<file path="config.mk">
export PLATFORM = sky130hd
export DESIGN_NAME = regfile_port_arbiter
export DESIGN_NICKNAME = d
export VERILOG_FILES = /design/src/rtl/gpu_rf_pkg.sv /design/src/rtl/regfile_port_arbiter_rr_arbiter.sv /design/src/rtl/regfile_port_arbiter.sv
export SDC_FILE = /design/constraint.sdc
export NUM_CORES = 1
export LEC_CHECK = 0
export ABC_AREA = 1
export BUFFER_PORTS_ARGS = -buffer_cell sky130_fd_sc_hd__buf_2
export CAP_MARGIN = 20
export CORE_AREA = 2 2 202 204
export CTS_CLUSTER_SIZE = 30
export DETAILED_ROUTE_END_ITERATION = 12
export DIE_AREA = 0 0 204 206
export PLACE_DENSITY_LB_ADDON = 0.25
export SLEW_MARGIN = 20
export SYNTH_ARGS = -nofsm -noshare
export SYNTH_HDL_FRONTEND = slang
export SYNTH_SLANG_ARGS = --single-unit
</file>
<file path="constraint.sdc">
create_clock -name clk -period 3.58 [get_ports clk]
set_clock_uncertainty 0.15 [all_clocks]
set_input_delay 0.716 -clock clk [delete_from_list [all_inputs] [get_ports clk]]
set_output_delay 0.716 -clock clk [all_outputs]
set_load 0.02 [all_outputs]
</file>
<file path="src/rtl/gpu_rf_pkg.sv">
// ---------------------------------------------------------------------------
// gpu_rf_pkg
//
// Shared constants and helpers for units that front the single-port
// 32 x 64-bit register file.
//
// Contents:
//    RF_DEPTH  - number of architectural registers
//    RF_DW     - register data width
//    RF_RNW    - register index width on the request side
//    RF_IDX_W  - width of the register file index bus
//    next_rr() - round-robin successor of a winning requester ID
// ---------------------------------------------------------------------------
package gpu_rf_pkg;

   localparam int RF_DEPTH = 32;
   localparam int RF_DW    = 64;
   localparam int RF_RNW   = 5;
   localparam int RF_IDX_W = 32;

   // The requester after 'winner' becomes the highest priority. The wrap is
   // written as a compare rather than a modulo, so a requester count that is
   // not a power of two never yields an ID that does not exist.
   function automatic int next_rr(input int winner, input int nreq);
      if (winner >= nreq - 1)
         return 0;
      else
         return winner + 1;
   endfunction

endpackage

</file>
<file path="src/rtl/regfile_port_arbiter_rr_arbiter.sv">
// ---------------------------------------------------------------------------
// rr_arbiter
//
// Combinational round-robin picker. Scans the request vector beginning at
// the priority pointer and wrapping at NREQ, and returns the first active
// request both as a one-hot grant and as an encoded ID. Holds no state, so
// the owner decides when and how the pointer moves.
//
// Ports:
//    req     in   NREQ  request vector
//    ptr     in   IDW   highest-priority requester this cycle (< NREQ)
//    grant   out  NREQ  one-hot grant, zero when no request is active
//    winner  out  IDW   encoded grant, zero when no request is active
//    any     out  1     at least one request is active
// ---------------------------------------------------------------------------
module rr_arbiter #(
   parameter int NREQ = 4,
   parameter int IDW  = 2
) (
   input  logic [NREQ-1:0] req,
   input  logic [IDW-1:0]  ptr,
   output logic [NREQ-1:0] grant,
   output logic [IDW-1:0]  winner,
   output logic            any
);

   logic [IDW:0]   scan_sum;
   logic [IDW-1:0] scan_idx;

   // Walk the candidates in priority order ptr, ptr+1, ... modulo NREQ and
   // keep the first one found. The sum carries one extra bit so that
   // ptr + offset cannot overflow before the wrap subtraction; since ptr is
   // always below NREQ, one subtraction is enough to bring it into range.
   always_comb begin
      grant    = '0;
      winner   = '0;
      any      = 1'b0;
      scan_sum = '0;
      scan_idx = '0;
      for (int k = 0; k < NREQ; k++) begin
         scan_sum = {1'b0, ptr} + (IDW+1)'(k);
         if (scan_sum >= (IDW+1)'(NREQ))
            scan_sum = scan_sum - (IDW+1)'(NREQ);
         scan_idx = scan_sum[IDW-1:0];
         if (!any && req[scan_idx]) begin
            any              = 1'b1;
            grant[scan_idx]  = 1'b1;
            winner           = scan_idx;
         end
      end
   end

endmodule

</file>
<file path="src/rtl/regfile_port_arbiter.sv">
// ---------------------------------------------------------------------------
// regfile_port_arbiter
//
// Shares the single-port register file between NREQ requesters (lane
// execution units, load/store writeback, ...). One request per cycle is
// granted round-robin and driven straight onto the register file port in the
// same cycle. Read data comes back the following cycle on a shared response
// bus tagged with the ID of the requester that issued the read.
//
// Ports:
//    clk              in   1         clock, all state updates on posedge
//    rst              in   1         asynchronous active-high reset
//    req_valid        in   NREQ      per-requester request valid
//    req_ready        out  NREQ      per-requester accept, one-hot or zero
//    req_write        in   NREQ      per-requester op, 1 = write, 0 = read
//    req_reg          in   NREQ*RNW  register index, requester i at [i*RNW +: RNW]
//    req_wdata        in   NREQ*DW   write data, requester i at [i*DW +: DW]
//    rsp_valid        out  1         read data valid this cycle
//    rsp_id           out  IDW       requester that issued the read
//    rsp_data         out  DW        read data
//    rf_register_num  out  32        register file index, zero-extended
//    rf_read          out  1         register file read strobe
//    rf_write         out  1         register file write strobe
//    rf_in            out  DW        register file write data
//    rf_out           in   DW        register file read data, valid the
//                                    cycle after rf_read
// ---------------------------------------------------------------------------
module regfile_port_arbiter
   import gpu_rf_pkg::*;
#(
   parameter int NREQ = 4,
   parameter int IDW  = 2,
   parameter int DW   = RF_DW,
   parameter int RNW  = RF_RNW
) (
   input  logic                  clk,
   input  logic                  rst,
   input  logic [NREQ-1:0]       req_valid,
   output logic [NREQ-1:0]       req_ready,
   input  logic [NREQ-1:0]       req_write,
   input  logic [NREQ*RNW-1:0]   req_reg,
   input  logic [NREQ*DW-1:0]    req_wdata,
   output logic                  rsp_valid,
   output logic [IDW-1:0]        rsp_id,
   output logic [DW-1:0]         rsp_data,
   output logic [RF_IDX_W-1:0]   rf_register_num,
   output logic                  rf_read,
   output logic                  rf_write,
   output logic [DW-1:0]         rf_in,
   input  logic [DW-1:0]         rf_out
);

   logic [IDW-1:0]  rr_ptr;
   logic [IDW-1:0]  rd_id;
   logic            rd_pend;

   logic [NREQ-1:0] arb_grant;
   logic [IDW-1:0]  winner;
   logic            any_req;
   logic            grant;

   logic            win_write;
   logic [RNW-1:0]  win_reg;
   logic [DW-1:0]   win_wdata;

   rr_arbiter #(
      .NREQ (NREQ),
      .IDW  (IDW)
   ) u_rr_arbiter (
      .req    (req_valid),
      .ptr    (rr_ptr),
      .grant  (arb_grant),
      .winner (winner),
      .any    (any_req)
   );

   // Reset kills the grant combinationally, so nothing is accepted and no
   // strobe reaches the register file while rst is high, even between edges.
   assign grant     = any_req & ~rst;
   assign req_ready = grant ? arb_grant : '0;

   // Select the winner's fields. Everything is forced to zero without a
   // grant so the register file port sits at a clean idle value rather than
   // echoing whatever requester 0 happens to present.
   always_comb begin
      win_write = 1'b0;
      win_reg   = '0;
      win_wdata = '0;
      if (grant) begin
         win_write = req_write[winner];
         win_reg   = req_reg[int'(winner)*RNW +: RNW];
         win_wdata = req_wdata[int'(winner)*DW +: DW];
      end
   end

   // Drive the register file port in the grant cycle. Only one request is
   // granted, so read and write are mutually exclusive by construction.
   always_comb begin
      rf_register_num = {{(RF_IDX_W-RNW){1'b0}}, win_reg};
      rf_in           = win_wdata;
      rf_write        = grant &  win_write;
      rf_read         = grant & ~win_write;
   end

   // The winner's successor becomes top priority after every grant; with no
   // grant the pointer keeps its place so fairness is not disturbed by idle
   // cycles.
   always_ff @(posedge clk or posedge rst) begin
      if (rst)
         rr_ptr <= '0;
      else if (grant)
         rr_ptr <= IDW'(next_rr(int'(winner), NREQ));
   end

   // Remember which read went to the register file this cycle; its data
   // shows up on rf_out one cycle later. A read in flight when reset hits is
   // simply forgotten.
   always_ff @(posedge clk or posedge rst) begin
      if (rst) begin
         rd_pend <= 1'b0;
         rd_id   <= '0;
      end
      else begin
         rd_pend <= rf_read;
         rd_id   <= winner;
      end
   end

   // The register file output is already registered, so the response is a
   // direct pass-through qualified by the pending flag. There is no
   // backpressure: requesters must always sink responses.
   assign rsp_valid = rd_pend;
   assign rsp_id    = rd_id;
   assign rsp_data  = rf_out;

endmodule

</file>
==> impl_metrics.json <==
{
  "status": "complete, no violations",
  "synth_top_area_cell": "nand3_1",
  "num_rows": 74,
  "ys_ff_latch": 5,
  "gr-usage-all-layers_pct": 11.0,
  "start_kind": "input pin",
  "synth_adder_area_share_pct": 1.99,
  "path_cells": "buf_2 > inv_1 > nand2_1 > nand3_2 > nand2_4 > inv_2 > nand4_1 > buf_4 > nand3_1 > nand2_4 > buf_12 > nand3_1 > a21oi_1 > buf_2",
  "ys_async_sr_fraction_pct": 100,
  "first_pass_iters": 5,
  "maxCapViolCount": 0,
  "drc": 0,
  "p_leak_uw": 0.00444,
  "critical_path_class": "in2out",
  "ant_nets": 0,
  "netlist_instances": 974,
  "gp_congestion": 0.879,
  "r2r_start": "rr_ptr[0]",
  "p_total_uw": 9290,
  "clock_path_buffers": 2,
  "core-area_sq_um": 40200,
  "cp.arrival_ns": 2.55,
  "synthSimpleGateAreaFrac_pct": 49.2,
  "synth_top_family_by_area": "simple AND/OR/NAND/NOR gates",
  "synth.most_common_cell": "nand3_1",
  "wirelength_um": 25300,
  "reg2reg_slack_ns": 1.12,
  "netlist.area_leader.share_pct": 22.3,
  "netlist_area_sq_um": 5040,
  "fmax_mhz": 292,
  "synth_ff_type": "dfrtp_1",
  "power_density_nw_per_um2": 1290,
  "reg2regPathDepth": 13,
  "grt_pass1_vias": 6625,
  "synth_mux_area_share_pct": 0,
  "ir_drop_mv": 0.737,
  "vias": 6966,
  "initial_core_util_pct": 12.5,
  "clk_latency_ns": 0.22,
  "hold_buffers": 0,
  "port_buffers": 363,
  "whs_ns": 0.278,
  "via_per_inst": 3.92,
  "critPathMaxFanout": 25,
  "cts_buffers": 3,
  "die_y_um": 206,
  "hpwl_um": 20600,
  "clock-sinks": 5,
  "grt_pass1_wl_um": 36200,
  "cts_root_buffer": "clkbuf_16",
  "synth_cell_type_count": 26,
  "path_buf_inv": 6,
  "io_pins": 519,
  "floorplan.die_area_sq_um": 42000,
  "synth-compound-area-share_pct": 8.19,
  "place_ws_ns": 0.103,
  "synthXorXnorAreaFrac_pct": 0,
  "crit_family": "simple AND/OR/NAND/NOR gates",
  "antenna_found_initial": 2,
  "period_share_pct": 95.5,
  "die-width_um": 204,
  "overflow": 0,
  "synth-edff-count": 0,
  "slew_violations": 0,
  "area_growth_syn_to_layout_pct": 43.0,
  "yosysWarnings": 0,
  "crit_required_ns": 2.71,
  "grt_max_degree": 56,
  "r2r-end": "rsp_valid",
  "cp_slowest_cell": "buf_12",
  "hold_path.class": "in2async",
  "setup_viol": 0,
  "synthTopCellsByArea": "nand3_1 (22%), inv_1 (17%), buf_4 (14%), nand2_1 (13%), nand3b_1 (11%)",
  "n_fill_cell": 4793,
  "drtIter0Drc": 473,
  "drive_above_1_share_pct": 34.8,
  "finalCriticalPeriod_ns": 3.42,
  "synth_common_cells": "nand3_1 (225), inv_1 (223), nand2_1 (178)",
  "wl_per_cell_um": 14.2,
  "syn_area_per_cell_sq_um": 5.18,
  "fin_ws_ns": 0.160,
  "cts_tree": "yes",
  "ys_seq_area_share_pct": 2.48,
  "path_clk_slew_ns": 0.03,
  "final_nets": 1604,
  "critPathCaptureType": "output pin",
  "cpPeakStageDelay_ns": 0.19,
  "cts.htree.levels": 1,
  "hold_viol": 0
}
==> metrics by stage <==
stage	instance area (sq um)	std cells	util, %	setup TNS (ns)
global placement	7040	1770	17.5	0
finish	7210	1778	17.9	0
global route	7210	1778	17.9	-0.00376
CTS	7110	1773	17.7	0
floorplan	5140	1000	-	0
detailed placement	7040	1770	17.5	0
==> cells in the final DEF, fill, tap and decap left out, types with 4 or more instances in the layout <==
master / synthesis / layout
a21oi_1: 71 / 67
nor2_1: 5 / 4
ha_1: 8 / 7
nand3_2: 2 / 4
inv_1: 223 / 222
dfrtp_1: 5 / 5
nand3_1: 225 / 223
nand2_4: 2 / 7
conb_1: 1 / 27
buf_2: 49 / 358
nand2_1: 178 / 176
a21oi_2: 0 / 4
buf_12: 0 / 15
buf_4: 91 / 25
inv_2: 3 / 4
nand3b_1: 71 / 71
==> state kept, by name, indices dropped and copies added (netlist names) <==
register / count
rsp_valid: 1
rsp_id: 2
rr_ptr: 2
==> worst register-to-register path, delay by kind of cell (launching register included) <==
kind / cells / cell delay [ns]
fa+ha+maj: 1 / 0.21
flops: 1 / 0.39
simple gates: 8 / 1.11
buf+inv: 4 / 0.53
==> layer usage <==
metal	share of wire [%]	GRT usage, %	routed length [um]	up-vias
met5	0.043	0	11	-
met4	4.2	4.50	1050	2
met3	8.0	1.97	2030	51
met2	51	20.7	12800	356
met1	37	12.0	9400	3109
li1	-	-	-	3448
==> logic make-up after synthesis <==
logic type	Yosys count
and+or+nand+nor	495
adders and majority gates	8
other	1
AOI/OAI and AO/OA	79
DFF	5
buffers and inverters	386
==> power by group <==
group,internal (uW),switching [uW],total (uW)
sequential,87.5,12.9,100
clock,148,36.4,184
combinational,3140,5870,9010
total,3370,5920,9290
==> layout make-up <==
cell class	instances	area, sq um	share of cell area [%]
Antenna cell	1	2.50	0.0347
Clock buffer	4	78.8	1.09
Inverter	227	855	11.9
Multi-Input combinational cell	609	3160	43.9
Sequential cell	5	125	1.74
Tap cell	532	666	9.23
Timing Repair Buffer	400	2320	32.2
==> worst max path at each step <==
stage / slack [ns] / depth (start not counted) / end / start
after floorplan: 0.37 / 14 / rf_in[32] / rr_ptr[0]
after global placement: 0.10 / 14 / rf_in[54] / req_valid[3]
after detailed placement: 0.10 / 13 / rf_in[54] / req_valid[2]
after CTS: 0.03 / 14 / rf_in[48] / rr_ptr[0]
after global routing: -0.004 / 14 / rf_in[35] / rr_ptr[0]
final: 0.16 / 14 / rf_in[54] / req_valid[1]
==> repair_timing <==
action | 4_1_cts | 5_1_grt
resized for setup | 2 | 15
pin swaps | 0 | 5
setup buffers | 0 | 4
endpoints found under the setup margin | 1 | 42
No activity file was read; power rests on OpenSTA's default activity.
